--- src/rtl/memory_arbiter_if.sv ---
// Bundle of cache-side request signals and single-port RAM signals that pass through the memory arbiter.
// The arbiter uses the slave view; the requester/RAM environment uses the master view.
interface memory_arbiter_if;
  logic        iREN;
  logic [31:0] iaddr;
  logic        dREN;
  logic        dWEN;
  logic [31:0] daddr;
  logic [31:0] dstore;
  logic [1:0]  ramstate;
  logic [31:0] ramload;
  logic        ihit;
  logic        dhit;
  logic [31:0] iload;
  logic [31:0] dload;
  logic        ramREN;
  logic        ramWEN;
  logic [31:0] ramaddr;
  logic [31:0] ramstore;
  logic        err;

  modport slave (
    input  iREN, iaddr, dREN, dWEN, daddr, dstore, ramstate, ramload,
    output ihit, dhit, iload, dload, ramREN, ramWEN, ramaddr, ramstore, err
  );

  modport master (
    output iREN, iaddr, dREN, dWEN, daddr, dstore, ramstate, ramload,
    input  ihit, dhit, iload, dload, ramREN, ramWEN, ramaddr, ramstore, err
  );
endinterface

--- src/rtl/memory_arbiter.sv ---
// Serialises instruction and data accesses onto one RAM port (data first), with hit pulses
// on completion and a watchdog that aborts grants the RAM never finishes.
module memory_arbiter #(
  parameter int unsigned TIMEOUT = 255,
  parameter int unsigned CNT_W   = 16
) (
  input logic             CLK,
  input logic             nRST,
  memory_arbiter_if.slave bus
);

  typedef enum logic [1:0] {
    IDLE   = 2'd0,
    DGRANT = 2'd1,
    IGRANT = 2'd2
  } state_t;

  localparam logic [1:0]       RAM_ACCESS = 2'd2;
  localparam logic [1:0]       RAM_ERROR  = 2'd3;
  localparam logic [CNT_W-1:0] CNT_LIMIT  = CNT_W'(TIMEOUT);
  localparam logic [CNT_W-1:0] CNT_MAX    = {CNT_W{1'b1}};

  state_t            state_q;
  logic [31:0]       addr_q;
  logic [31:0]       store_q;
  logic              wr_q;
  logic              rd_q;
  logic [CNT_W-1:0]  cnt_q;

  logic access_s;
  logic error_s;
  logic timeout_s;
  logic finish_s;

  // Classify the RAM status for the current grant cycle; ERROR outranks the watchdog.
  always_comb begin
    access_s  = (bus.ramstate == RAM_ACCESS);
    error_s   = (bus.ramstate == RAM_ERROR);
    timeout_s = !access_s && !error_s && (cnt_q == CNT_LIMIT);
    finish_s  = access_s || error_s || timeout_s;
  end

  // Arbitration FSM: latches the winning request in IDLE and holds it until completion or abort.
  always_ff @(posedge CLK or negedge nRST) begin
    if (!nRST) begin
      state_q <= IDLE;
      addr_q  <= 32'h0000_0000;
      store_q <= 32'h0000_0000;
      wr_q    <= 1'b0;
      rd_q    <= 1'b0;
      cnt_q   <= {CNT_W{1'b0}};
    end else begin
      case (state_q)
        IDLE: begin
          cnt_q <= {CNT_W{1'b0}};
          if (bus.dREN || bus.dWEN) begin
            addr_q  <= bus.daddr;
            store_q <= bus.dstore;
            wr_q    <= bus.dWEN;
            rd_q    <= bus.dREN && !bus.dWEN;
            state_q <= DGRANT;
          end else if (bus.iREN) begin
            addr_q  <= bus.iaddr;
            store_q <= 32'h0000_0000;
            wr_q    <= 1'b0;
            rd_q    <= 1'b1;
            state_q <= IGRANT;
          end else begin
            state_q <= IDLE;
          end
        end
        DGRANT, IGRANT: begin
          if (finish_s) begin
            state_q <= IDLE;
          end else if (cnt_q != CNT_MAX) begin
            cnt_q <= cnt_q + CNT_W'(1);
          end else begin
            cnt_q <= cnt_q;
          end
        end
        default: begin
          state_q <= IDLE;
        end
      endcase
    end
  end

  // RAM strobes come only from latched state; hits and err are same-cycle responses to ramstate.
  always_comb begin
    bus.ramREN   = 1'b0;
    bus.ramWEN   = 1'b0;
    bus.ramaddr  = 32'h0000_0000;
    bus.ramstore = 32'h0000_0000;
    bus.ihit     = 1'b0;
    bus.dhit     = 1'b0;
    bus.iload    = 32'h0000_0000;
    bus.dload    = 32'h0000_0000;
    bus.err      = 1'b0;
    case (state_q)
      DGRANT: begin
        bus.ramREN   = rd_q;
        bus.ramWEN   = wr_q;
        bus.ramaddr  = addr_q;
        bus.ramstore = store_q;
        if (error_s || timeout_s) begin
          bus.err = 1'b1;
        end else if (access_s) begin
          bus.dhit  = 1'b1;
          bus.dload = bus.ramload;
        end else begin
          bus.err = 1'b0;
        end
      end
      IGRANT: begin
        bus.ramREN  = 1'b1;
        bus.ramaddr = addr_q;
        if (error_s || timeout_s) begin
          bus.err = 1'b1;
        end else if (access_s) begin
          bus.ihit  = 1'b1;
          bus.iload = bus.ramload;
        end else begin
          bus.err = 1'b0;
        end
      end
      default: begin
        bus.err = 1'b0;
      end
    endcase
  end

endmodule

--- src/flat_wrapper.sv ---
// flat-port wrapper written by rule: the top's interface ports become plain ports
module memory_arbiter_flat 
#(
  parameter int unsigned TIMEOUT = 255,
  parameter int unsigned CNT_W   = 16
)
  (CLK, nRST, bus_iREN, bus_iaddr, bus_dREN, bus_dWEN, bus_daddr, bus_dstore, bus_ramstate, bus_ramload, bus_ihit, bus_dhit, bus_iload, bus_dload, bus_ramREN, bus_ramWEN, bus_ramaddr, bus_ramstore, bus_err);
  memory_arbiter_if bus_i ();
  input logic CLK;
  input logic nRST;
  input wire logic [$bits(bus_i.iREN)-1:0] bus_iREN;
  input wire logic [$bits(bus_i.iaddr)-1:0] bus_iaddr;
  input wire logic [$bits(bus_i.dREN)-1:0] bus_dREN;
  input wire logic [$bits(bus_i.dWEN)-1:0] bus_dWEN;
  input wire logic [$bits(bus_i.daddr)-1:0] bus_daddr;
  input wire logic [$bits(bus_i.dstore)-1:0] bus_dstore;
  input wire logic [$bits(bus_i.ramstate)-1:0] bus_ramstate;
  input wire logic [$bits(bus_i.ramload)-1:0] bus_ramload;
  output wire logic [$bits(bus_i.ihit)-1:0] bus_ihit;
  output wire logic [$bits(bus_i.dhit)-1:0] bus_dhit;
  output wire logic [$bits(bus_i.iload)-1:0] bus_iload;
  output wire logic [$bits(bus_i.dload)-1:0] bus_dload;
  output wire logic [$bits(bus_i.ramREN)-1:0] bus_ramREN;
  output wire logic [$bits(bus_i.ramWEN)-1:0] bus_ramWEN;
  output wire logic [$bits(bus_i.ramaddr)-1:0] bus_ramaddr;
  output wire logic [$bits(bus_i.ramstore)-1:0] bus_ramstore;
  output wire logic [$bits(bus_i.err)-1:0] bus_err;
  assign bus_i.iREN = bus_iREN;
  assign bus_i.iaddr = bus_iaddr;
  assign bus_i.dREN = bus_dREN;
  assign bus_i.dWEN = bus_dWEN;
  assign bus_i.daddr = bus_daddr;
  assign bus_i.dstore = bus_dstore;
  assign bus_i.ramstate = bus_ramstate;
  assign bus_i.ramload = bus_ramload;
  assign bus_ihit = bus_i.ihit;
  assign bus_dhit = bus_i.dhit;
  assign bus_iload = bus_i.iload;
  assign bus_dload = bus_i.dload;
  assign bus_ramREN = bus_i.ramREN;
  assign bus_ramWEN = bus_i.ramWEN;
  assign bus_ramaddr = bus_i.ramaddr;
  assign bus_ramstore = bus_i.ramstore;
  assign bus_err = bus_i.err;
  memory_arbiter #(.TIMEOUT(TIMEOUT), .CNT_W(CNT_W)) u_core (.CLK(CLK), .nRST(nRST), .bus(bus_i));
endmodule
--- config.mk ---
export PLATFORM = sky130hd
export DESIGN_NAME = memory_arbiter_flat
export DESIGN_NICKNAME = d
export VERILOG_FILES = /design/src/rtl/memory_arbiter_if.sv /design/src/rtl/memory_arbiter.sv /design/src/flat_wrapper.sv
export SDC_FILE = /design/constraint.sdc
export NUM_CORES = 1
export LEC_CHECK = 0
export ABC_AREA = 1
export ABC_CLOCK_PERIOD_IN_PS = 5900
export CORE_AREA = 2 2 123 125
export CTS_CLUSTER_SIZE = 20
export DETAILED_ROUTE_END_ITERATION = 12
export DIE_AREA = 0 0 125 127
export PLACE_DENSITY = 0.8
export SLEW_MARGIN = 20
export SYNTH_ARGS = -nofsm -noshare
export SYNTH_HDL_FRONTEND = slang
export SYNTH_SLANG_ARGS = --single-unit
--- constraint.sdc ---
create_clock -name CLK -period 5.9 [get_ports CLK]
set_input_delay 1.18 -clock CLK [delete_from_list [all_inputs] [get_ports CLK]]
set_output_delay 1.18 -clock CLK [all_outputs]
set_load 0.02 [all_outputs]
==> metrics.json, run 1 <==
{
  "worst_skew_pair.late_latency_ns": 0.34,
  "via_count": 5467,
  "drt.antenna.violating_nets": 0,
  "detail_route.wirelength_um": 16100,
  "drt_pass1_iterations": 4,
  "place.port_buffers": 267,
  "max_cap_viols": 0,
  "timing.setup.tns_ns": 0,
  "clk_path_buf_depth": 2,
  "rsz_0062_raised_after_global_routing": "false",
  "critical_path.top_delay_family": "buffers and inverters",
  "final_cycle_share_pct": 79.6,
  "design.final.nets": 1140,
  "post_cts_resized": 0,
  "cp_data_required_time_ns": 4.72,
  "grt_max_degree": 67,
  "cts.sink_count": 84,
  "share_of_post_route_cells_with_drive_strength_above_1_pct": 3.98,
  "syn_area_um2": 5010,
  "cts_tree": "done",
  "crit_type": "input pin to output port",
  "core_area_um2": 14400,
  "dieWidth_um": 125,
  "net_count_after_synthesis": 893,
  "sequential_to_total_area_share_from_yosys_stat_pct": 42.0,
  "fin_worst_skew_ns": 0.0129,
  "synthesis.instances": 753,
  "timing_max_transition_violations_final": 0,
  "dr.first_iter.drc_count": 238,
  "max-vdd-ir-drop_uv": 217,
  "critPathMaxFanout": 33,
  "slowest_delay_ns": 0.66,
  "worstMarginPinSlew_ns": 1.03,
  "core.rowCount": 44,
  "numCtsBuffers": 9,
  "drt-vias-per-instance": 4.60,
  "fin_crit_ns": 4.69,
  "worst_ep_arrival_time_ns": 3.51,
  "status": "finished clean",
  "ios": 268,
  "detailed_place_hpwl_um": 12000,
  "crit_chain": "clkdlybuf4s50_1, inv_1, nor2_1, nand2_1, nor2_1, clkdlybuf4s50_1",
  "avgRoutedWirePerCell_um": 13.5,
  "worst_slew_margin_relative_to_its_limit_pct": 30.8,
  "fillers": 1400,
  "netlist-cell-type-count": 27,
  "power.density_nw_per_um2": 388,
  "yosys_register_bits": 84,
  "ctsRootBufferMaster": "sky130_fd_sc_hd__clkbuf_16",
  "hp-class": "flip-flop to flip-flop",
  "htreeDepth": 3,
  "ys_warn_count": 0,
  "critPathLaunchType": "input pin",
  "grt_first_pass_wirelength_um": 25800,
  "design.die.area_um2": 15900,
  "initial_utilization_pct": 34.7,
  "gp_congestion": 0.836,
  "buf_inv_on_cp": 3,
  "post_cts_hold_buffer_count": 0,
  "slowest_stage": "sky130_fd_sc_hd__clkdlybuf4s50_1",
  "num_antenna_cells": 0,
  "residual_drc": 0,
  "area_growth_pct": 61.8,
  "p_leak_nw": 4.05,
  "cts_post_setup_buffers_inserted": 0,
  "timing.final.hold_violations": 0,
  "syn_area_per_cell_um2": 6.65,
  "maxClockFrequency_mhz": 213,
  "die_height_um": 127,
  "grt_antenna_before_repair": 0,
  "grt_overflow": 0,
  "via_count_of_the_first_global_routing_pass": 5150,
  "cp-end-kind": "output port",
  "grt_use_total_pct": 20.1,
  "fin_hold_ws_ns": 0.486,
  "path_clk_slew_ns": 0.06,
  "setup_viol": 0
}
area by class of cell:
| type | instances | area, µm² | share of cell area, % |
|---|---|---|---|
| Clock buffer | 9 | 225 | 2.78 |
| Clock inverter | 7 | 77.6 | 0.957 |
| Inverter | 148 | 558 | 6.89 |
| Multi-Input combinational cell | 482 | 2180 | 26.9 |
| Sequential cell | 84 | 2100 | 25.9 |
| Tap cell | 184 | 230 | 2.84 |
| Timing Repair Buffer | 275 | 2730 | 33.7 |
where the power goes:
part           total (mW)  internal (mW)  switching [mW]
Sequential          0.941          0.810           0.131
Clock               0.573          0.330           0.243
Combinational        1.63          0.682           0.952
Total                3.15           1.82            1.32
cell usage after synthesis:
| master | number | area (µm²) |
|---|---|---|
| sky130_fd_sc_hd__ha_1 | 5 | 62.6 |
| sky130_fd_sc_hd__nand2_8 | 3 | 60.1 |
| sky130_fd_sc_hd__nand2_2 | 2 | 12.5 |
| sky130_fd_sc_hd__xnor2_1 | 1 | 8.76 |
| sky130_fd_sc_hd__clkbuf_1 | 27 | 101 |
| sky130_fd_sc_hd__o21ai_0 | 71 | 355 |
| sky130_fd_sc_hd__a31oi_1 | 32 | 200 |
| sky130_fd_sc_hd__buf_8 | 1 | 15.0 |
| sky130_fd_sc_hd__inv_1 | 145 | 544 |
| sky130_fd_sc_hd__xor2_1 | 2 | 17.5 |
| sky130_fd_sc_hd__o21a_1 | 2 | 15.0 |
| sky130_fd_sc_hd__nor3_1 | 2 | 10.0 |
| sky130_fd_sc_hd__nor2_1 | 126 | 473 |
| sky130_fd_sc_hd__a21oi_1 | 7 | 35.0 |
| sky130_fd_sc_hd__nand4_1 | 1 | 6.26 |
| sky130_fd_sc_hd__o21bai_1 | 1 | 7.51 |
| sky130_fd_sc_hd__o21ai_1 | 1 | 5.00 |
| sky130_fd_sc_hd__nor2_4 | 2 | 22.5 |
| sky130_fd_sc_hd__nand2_1 | 203 | 762 |
| sky130_fd_sc_hd__buf_2 | 10 | 50.1 |
| sky130_fd_sc_hd__dfrtp_1 | 84 | 2100 |
| sky130_fd_sc_hd__inv_4 | 1 | 6.26 |
| sky130_fd_sc_hd__o21ai_2 | 1 | 8.76 |
| sky130_fd_sc_hd__nand3_1 | 18 | 90.1 |
| sky130_fd_sc_hd__nand2_4 | 2 | 22.5 |
| sky130_fd_sc_hd__buf_4 | 1 | 7.51 |
| sky130_fd_sc_hd__inv_2 | 2 | 7.51 |
layout by cell type, fill, tap and decap left out, types with 2 or more instances in the layout:
master                            synthesis  routed
sky130_fd_sc_hd__nor2_4                   2       2
sky130_fd_sc_hd__a31oi_1                 32      32
sky130_fd_sc_hd__o21ai_0                 71      71
sky130_fd_sc_hd__nor2_1                 126     125
sky130_fd_sc_hd__inv_2                    2       2
sky130_fd_sc_hd__xor2_1                   2       2
sky130_fd_sc_hd__nand2_1                203     202
sky130_fd_sc_hd__clkdlybuf4s50_1          0     266
sky130_fd_sc_hd__o21a_1                   2       2
sky130_fd_sc_hd__nor3_1                   2       2
sky130_fd_sc_hd__nand2_2                  2       3
sky130_fd_sc_hd__buf_4                    1       9
sky130_fd_sc_hd__clkbuf_16                0       9
sky130_fd_sc_hd__nand2_8                  3       3
sky130_fd_sc_hd__nand2_4                  2       2
sky130_fd_sc_hd__inv_1                  145     145
sky130_fd_sc_hd__clkinv_4                 0       4
sky130_fd_sc_hd__ha_1                     5       5
sky130_fd_sc_hd__a21oi_1                  7       7
sky130_fd_sc_hd__nand3_1                 18      18
sky130_fd_sc_hd__dfrtp_1                 84      84
final timing paths:
check                                                    from                             to  slack (ns)  depth (start not counted)
worst max-delay path                          bus_ramstate[1]                  bus_iload[19]        1.21                          6
worst min-delay path            u_core.store_q[6]$_DFFE_PN0P_  u_core.store_q[6]$_DFFE_PN0P_        0.49                          2
worst min register to register  u_core.store_q[6]$_DFFE_PN0P_  u_core.store_q[6]$_DFFE_PN0P_        0.49                          2
max in group asynchronous                                nRST  u_core.addr_q[14]$_DFFE_PN0P_        4.06                          2
min in group asynchronous                                nRST  u_core.addr_q[21]$_DFFE_PN0P_        0.79                          1
worst max register to register  u_core.state_q[1]$_DFFE_PN0P_    u_core.cnt_q[8]$_DFFE_PN0P_        3.19                         11
worst reg2reg max path, stage by stage (launching register included):
cell	delay, ns
sky130_fd_sc_hd__dfrtp_1	0.41
sky130_fd_sc_hd__inv_1	0.08
sky130_fd_sc_hd__ha_1	0.94
sky130_fd_sc_hd__buf_4	0.42
sky130_fd_sc_hd__nand3_1	0.11
sky130_fd_sc_hd__nor2_1	0.11
sky130_fd_sc_hd__nand4_1	0.08
sky130_fd_sc_hd__nand2_1	0.10
sky130_fd_sc_hd__inv_2	0.12
sky130_fd_sc_hd__nand2_8	0.15
sky130_fd_sc_hd__nand2_1	0.07
sky130_fd_sc_hd__nand2_1	0.07
metal layers:
| layer | routed length [µm] | global-route usage, % | up-vias |
|---|---|---|---|
| met5 | 0 | 0 | - |
| met4 | 419 | 6.86 | 0 |
| met3 | 1480 | 6.57 | 25 |
| met2 | 8110 | 35.8 | 232 |
| met1 | 6070 | 22.6 | 2448 |
| li1 | - | - | 2762 |
cell families (layout without fill, tap and decap cells):
group,count (synthesis),count (layout),share of synthesized area (%)
buffers and inverters,187,439,14.6
xor gates and xnor gates,3,3,0.525
DFF,84,84,42.0
AOI/OAI and AO/OA,115,115,12.5
adders and majority gates,5,5,1.25
and+or+nand+nor,359,359,29.1
flip-flops by register name, indices dropped and copies added (netlist names):
signal	flops
u_core.rd_q	1
u_core.cnt_q	16
u_core.state_q	2
u_core.store_q	32
u_core.wr_q	1
u_core.addr_q	32
stage by stage:
step	instance area (µm²)	instances	util, %	power [mW]	setup WS [ns]
2_1_floorplan	5010	753	-	1.86	2.66
3_3_place_gp	7800	1173	54.1	2.56	1.27
3_5_place_dp	7800	1173	54.1	2.60	1.16
4_1_cts	8100	1189	56.2	3.19	1.17
5_1_grt	8100	1189	56.2	3.38	0.975
6_report	8100	1189	56.2	3.15	1.21
No activity file was read; power rests on OpenSTA's default activity.
==> run 2, diff against run 1 <==
- ABC_CLOCK_PERIOD_IN_PS: 5900 -> 4800
- clock period: 5.9 -> 4.8 ns (I/O delays scaled with it)
==> metrics.json, run 2 (same netlist as run 1, synthesis figures left out) <==
{
  "status": {"value": "finished clean", "change": "unchanged"},
  "cts_post_setup_buffers_inserted": {"value": 0, "change": "unchanged"},
  "grt_max_degree": {"value": 66, "change": "was 67"},
  "numCtsBuffers": {"value": 9, "change": "unchanged"},
  "worst_ep_arrival_time": {"value": 2.78, "unit": "ns", "change": "was 3.51 ns"},
  "global_route.usage.met3": {"value": 6.57, "unit": "%", "change": "unchanged"},
  "ctsRootBufferMaster": {"value": "sky130_fd_sc_hd__clkbuf_16", "change": "unchanged"},
  "groute.layer.met2.usage": {"value": 35.2, "unit": "%", "change": "was 35.8%"},
  "worst_slew_margin_relative_to_its_limit": {"value": 58.9, "unit": "%", "change": "was 30.8%"},
  "r2r_cells": {"value": 10, "change": "was 11"},
  "detailed_place_hpwl": {"value": 11800, "unit": "µm", "change": "was 12,000 µm"},
  "most-common-layout-cells": {"value": "sky130_fd_sc_hd__clkdlybuf4s50_1 (266), sky130_fd_sc_hd__nand2_1 (202), sky130_fd_sc_hd__inv_1 (145)", "change": "unchanged"},
  "detail_route.wirelength": {"value": 15700, "unit": "µm", "change": "was 16,100 µm"},
  "design.die.area": {"value": 15900, "unit": "µm²", "change": "unchanged"},
  "fin_crit_ns": 3.74,
  "final_cycle_share_pct": 77.8,
  "via_count_of_the_first_global_routing_pass": {"value": 5129, "change": "was 5,150"},
  "timing_max_transition_violations_final": {"value": 0, "change": "unchanged"},
  "core.rowCount": {"value": 44, "change": "unchanged"},
  "slowest_stage": {"value": "sky130_fd_sc_hd__clkdlybuf4s50_1", "change": "unchanged"},
  "slowest_delay": {"value": 0.61, "unit": "ns", "change": "was 0.66 ns"},
  "grt_overflow": {"value": 0, "change": "unchanged"},
  "setup_viol": {"value": 0, "change": "unchanged"},
  "final_common_cell": {"value": "sky130_fd_sc_hd__clkdlybuf4s50_1", "change": "unchanged"},
  "post_cts_resized": {"value": 0, "change": "unchanged"},
  "cp_data_required_time": {"value": 3.84, "unit": "ns", "change": "was 4.72 ns"},
  "max-vdd-ir-drop": {"value": 264, "unit": "µV", "change": "was 217 µV"},
  "globalRouteMet1Util": {"value": 22.9, "unit": "%", "change": "was 22.6%"},
  "p_leak": {"value": 4.05, "unit": "nW", "change": "about the same"},
  "layout.core_utilization": {"value": 56.2, "unit": "%", "change": "about the same"},
  "power_switching_share": {"value": 41.9, "unit": "%", "change": "was 42.1%"},
  "cts.sink_count": {"value": 84, "change": "unchanged"},
  "worstMarginPinSlew": {"value": 0.617, "unit": "ns", "change": "was 1.03 ns"},
  "gp_congestion": {"value": 0.856, "change": "was 0.836"},
  "crit_chain": {"value": "clkdlybuf4s50_1, inv_1, nor2_1, nand2_1, buf_4, nor2_1, clkdlybuf4s50_1", "change": "was clkdlybuf4s50_1, inv_1, nor2_1, nand2_1, nor2_1, clkdlybuf4s50_1"},
  "initial_utilization": {"value": 34.7, "unit": "%", "change": "unchanged"},
  "seq_power_share": {"value": 30.2, "unit": "%", "change": "was 29.9%"},
  "internal_power": {"value": 2.22, "unit": "mW", "change": "was 1.82 mW"},
  "crit_type": {"value": "input pin to output port", "change": "unchanged"},
  "power.density": {"value": 472, "unit": "nW/µm²", "change": "was 388 nW/µm²"},
  "area_growth": {"value": 61.8, "unit": "%", "change": "about the same"},
  "design.final.nets": {"value": 1143, "change": "was 1,140"},
  "grt_first_pass_wirelength": {"value": 25600, "unit": "µm", "change": "was 25,800 µm"},
  "clk_path_buf_depth": {"value": 2, "change": "unchanged"},
  "post_cts_hold_buffer_count": {"value": 0, "change": "unchanged"},
  "rsz_0062_raised_after_global_routing": {"value": "false", "change": "unchanged"},
  "power.combinational.fraction": {"value": 52.6, "unit": "%", "change": "was 51.9%"},
  "portion_of_total_power_attributed_to_the_clock_network": {"value": 17.2, "unit": "%", "change": "was 18.2%"},
  "path_clk_slew": {"value": 0.06, "unit": "ns", "change": "about the same"},
  "fillers": {"value": 1324, "change": "was 1,400"},
  "cp-end-kind": {"value": "output port", "change": "unchanged"},
  "hp-class": {"value": "flip-flop to flip-flop", "change": "unchanged"},
  "drt.antenna.violating_nets": {"value": 0, "change": "unchanged"},
  "cts_tree": {"value": "done", "change": "unchanged"},
  "drt-vias-per-instance": {"value": 4.60, "change": "about the same"},
  "htreeDepth": {"value": 3, "change": "unchanged"},
  "reg.largest.list": {"value": "u_core.addr_q: 32 flops, u_core.store_q: 32 flops, u_core.cnt_q: 16 flops", "change": "unchanged"},
  "residual_drc": {"value": 0, "change": "unchanged"},
  "global_route.peak_usage_layer": {"value": "met2", "change": "unchanged"},
  "drt_pass1_iterations": {"value": 5, "change": "was 4"},
  "critPathMaxFanout": {"value": 33, "change": "unchanged"},
  "power.switching": {"value": 1.61, "unit": "mW", "change": "was 1.32 mW"},
  "fin_worst_skew": {"value": 0.00845, "unit": "ns", "change": "was 0.0129 ns"},
  "ios": {"value": 268, "change": "unchanged"},
  "num_antenna_cells": {"value": 0, "change": "unchanged"},
  "dieWidth": {"value": 125, "unit": "µm", "change": "unchanged"},
  "critPathLaunchType": {"value": "input pin", "change": "unchanged"},
  "max_cap_viols": {"value": 0, "change": "unchanged"},
  "maxClockFrequency_mhz": 268,
  "timing.final.hold_violations": {"value": 0, "change": "unchanged"},
  "dr.first_iter.drc_count": {"value": 263, "change": "was 238"},
  "grt_antenna_before_repair": {"value": 0, "change": "unchanged"},
  "avgRoutedWirePerCell": {"value": 13.2, "unit": "µm", "change": "was 13.5 µm"},
  "place.port_buffers": {"value": 267, "change": "unchanged"},
  "timing.setup.tns": {"value": 0, "unit": "ns", "change": "unchanged"},
  "worst_skew_pair.late_latency": {"value": 0.33, "unit": "ns", "change": "was 0.34 ns"},
  "share_of_post_route_cells_with_drive_strength_above_1": {"value": 4.07, "unit": "%", "change": "was 3.98%"},
  "via_count": {"value": 5489, "change": "was 5,467"},
  "grt_use_total": {"value": 19.8, "unit": "%", "change": "was 20.1%"},
  "worstHoldPathCells": {"value": 2, "change": "unchanged"},
  "core_area": {"value": 14400, "unit": "µm²", "change": "unchanged"},
  "die_height": {"value": 127, "unit": "µm", "change": "unchanged"}
}
run 2: power groups by stage:
stage | sequential [mW] | clock, mW | combinational (mW)
floorplan | 1.12 | 0 | 1.16
global placement | 1.15 | 0 | 2.02
detailed placement | 1.17 | 0 | 2.03
CTS | 1.15 | 0.679 | 2.04
global route | 1.19 | 0.712 | 2.22
finish | 1.16 | 0.658 | 2.01
run 2: path summary, 6_finish.rpt:
path	startpoint	end	slack, ns
min in group asynchronous	nRST	u_core.addr_q[21]$_DFFE_PN0P_	0.59
worst max register to register	u_core.state_q[0]$_DFFE_PN0P_	u_core.cnt_q[13]$_DFFE_PN0P_	2.45
worst min register to register	u_core.wr_q$_DFFE_PN0P_	u_core.wr_q$_DFFE_PN0P_	0.48
worst max-delay path	bus_ramstate[1]	bus_dload[17]	1.06
max in group asynchronous	nRST	u_core.rd_q$_DFFE_PN0P_	3.22
worst min-delay path	u_core.wr_q$_DFFE_PN0P_	u_core.wr_q$_DFFE_PN0P_	0.48
run 2: worst max-delay path: cells and delay by family:
family / cells / cell delay [ns]
and+or+nand+nor: 3 / 0.37
buffers and inverters: 4 / 1.45
run 2: final cells by class:
type / instances / area [µm²] / share of cell area (%)
flip-flops and latches: 84 / 2100 / 25.9
clock inverters: 3 / 21.3 / 0.262
well taps: 184 / 230 / 2.84
repair buffers: 278 / 2750 / 34.0
clock buffers: 13 / 260 / 3.21
inverters: 148 / 558 / 6.89
multi-input cells: 482 / 2180 / 26.9
run 2: metrics by stage:
step / cell area (µm²) / worst slack, ns / hold slack [ns] / power, mW / std cells
floorplan: 5010 / 2.00 / 0.442 / 2.28 / 753
global placement: 7820 / 1.05 / 0.456 / 3.16 / 1176
detailed placement: 7820 / 1.05 / 0.462 / 3.20 / 1176
CTS: 8100 / 1.05 / 0.477 / 3.88 / 1192
global route: 8100 / 0.929 / 0.516 / 4.12 / 1192
finish: 8100 / 1.06 / 0.477 / 3.83 / 1192
run 2: metal layers:
metal  routed length, µm  share of wire, %
met2                7940                50
met3                1440               9.2
met5                   0                 0
met1                6080                39
met4                 272               1.7
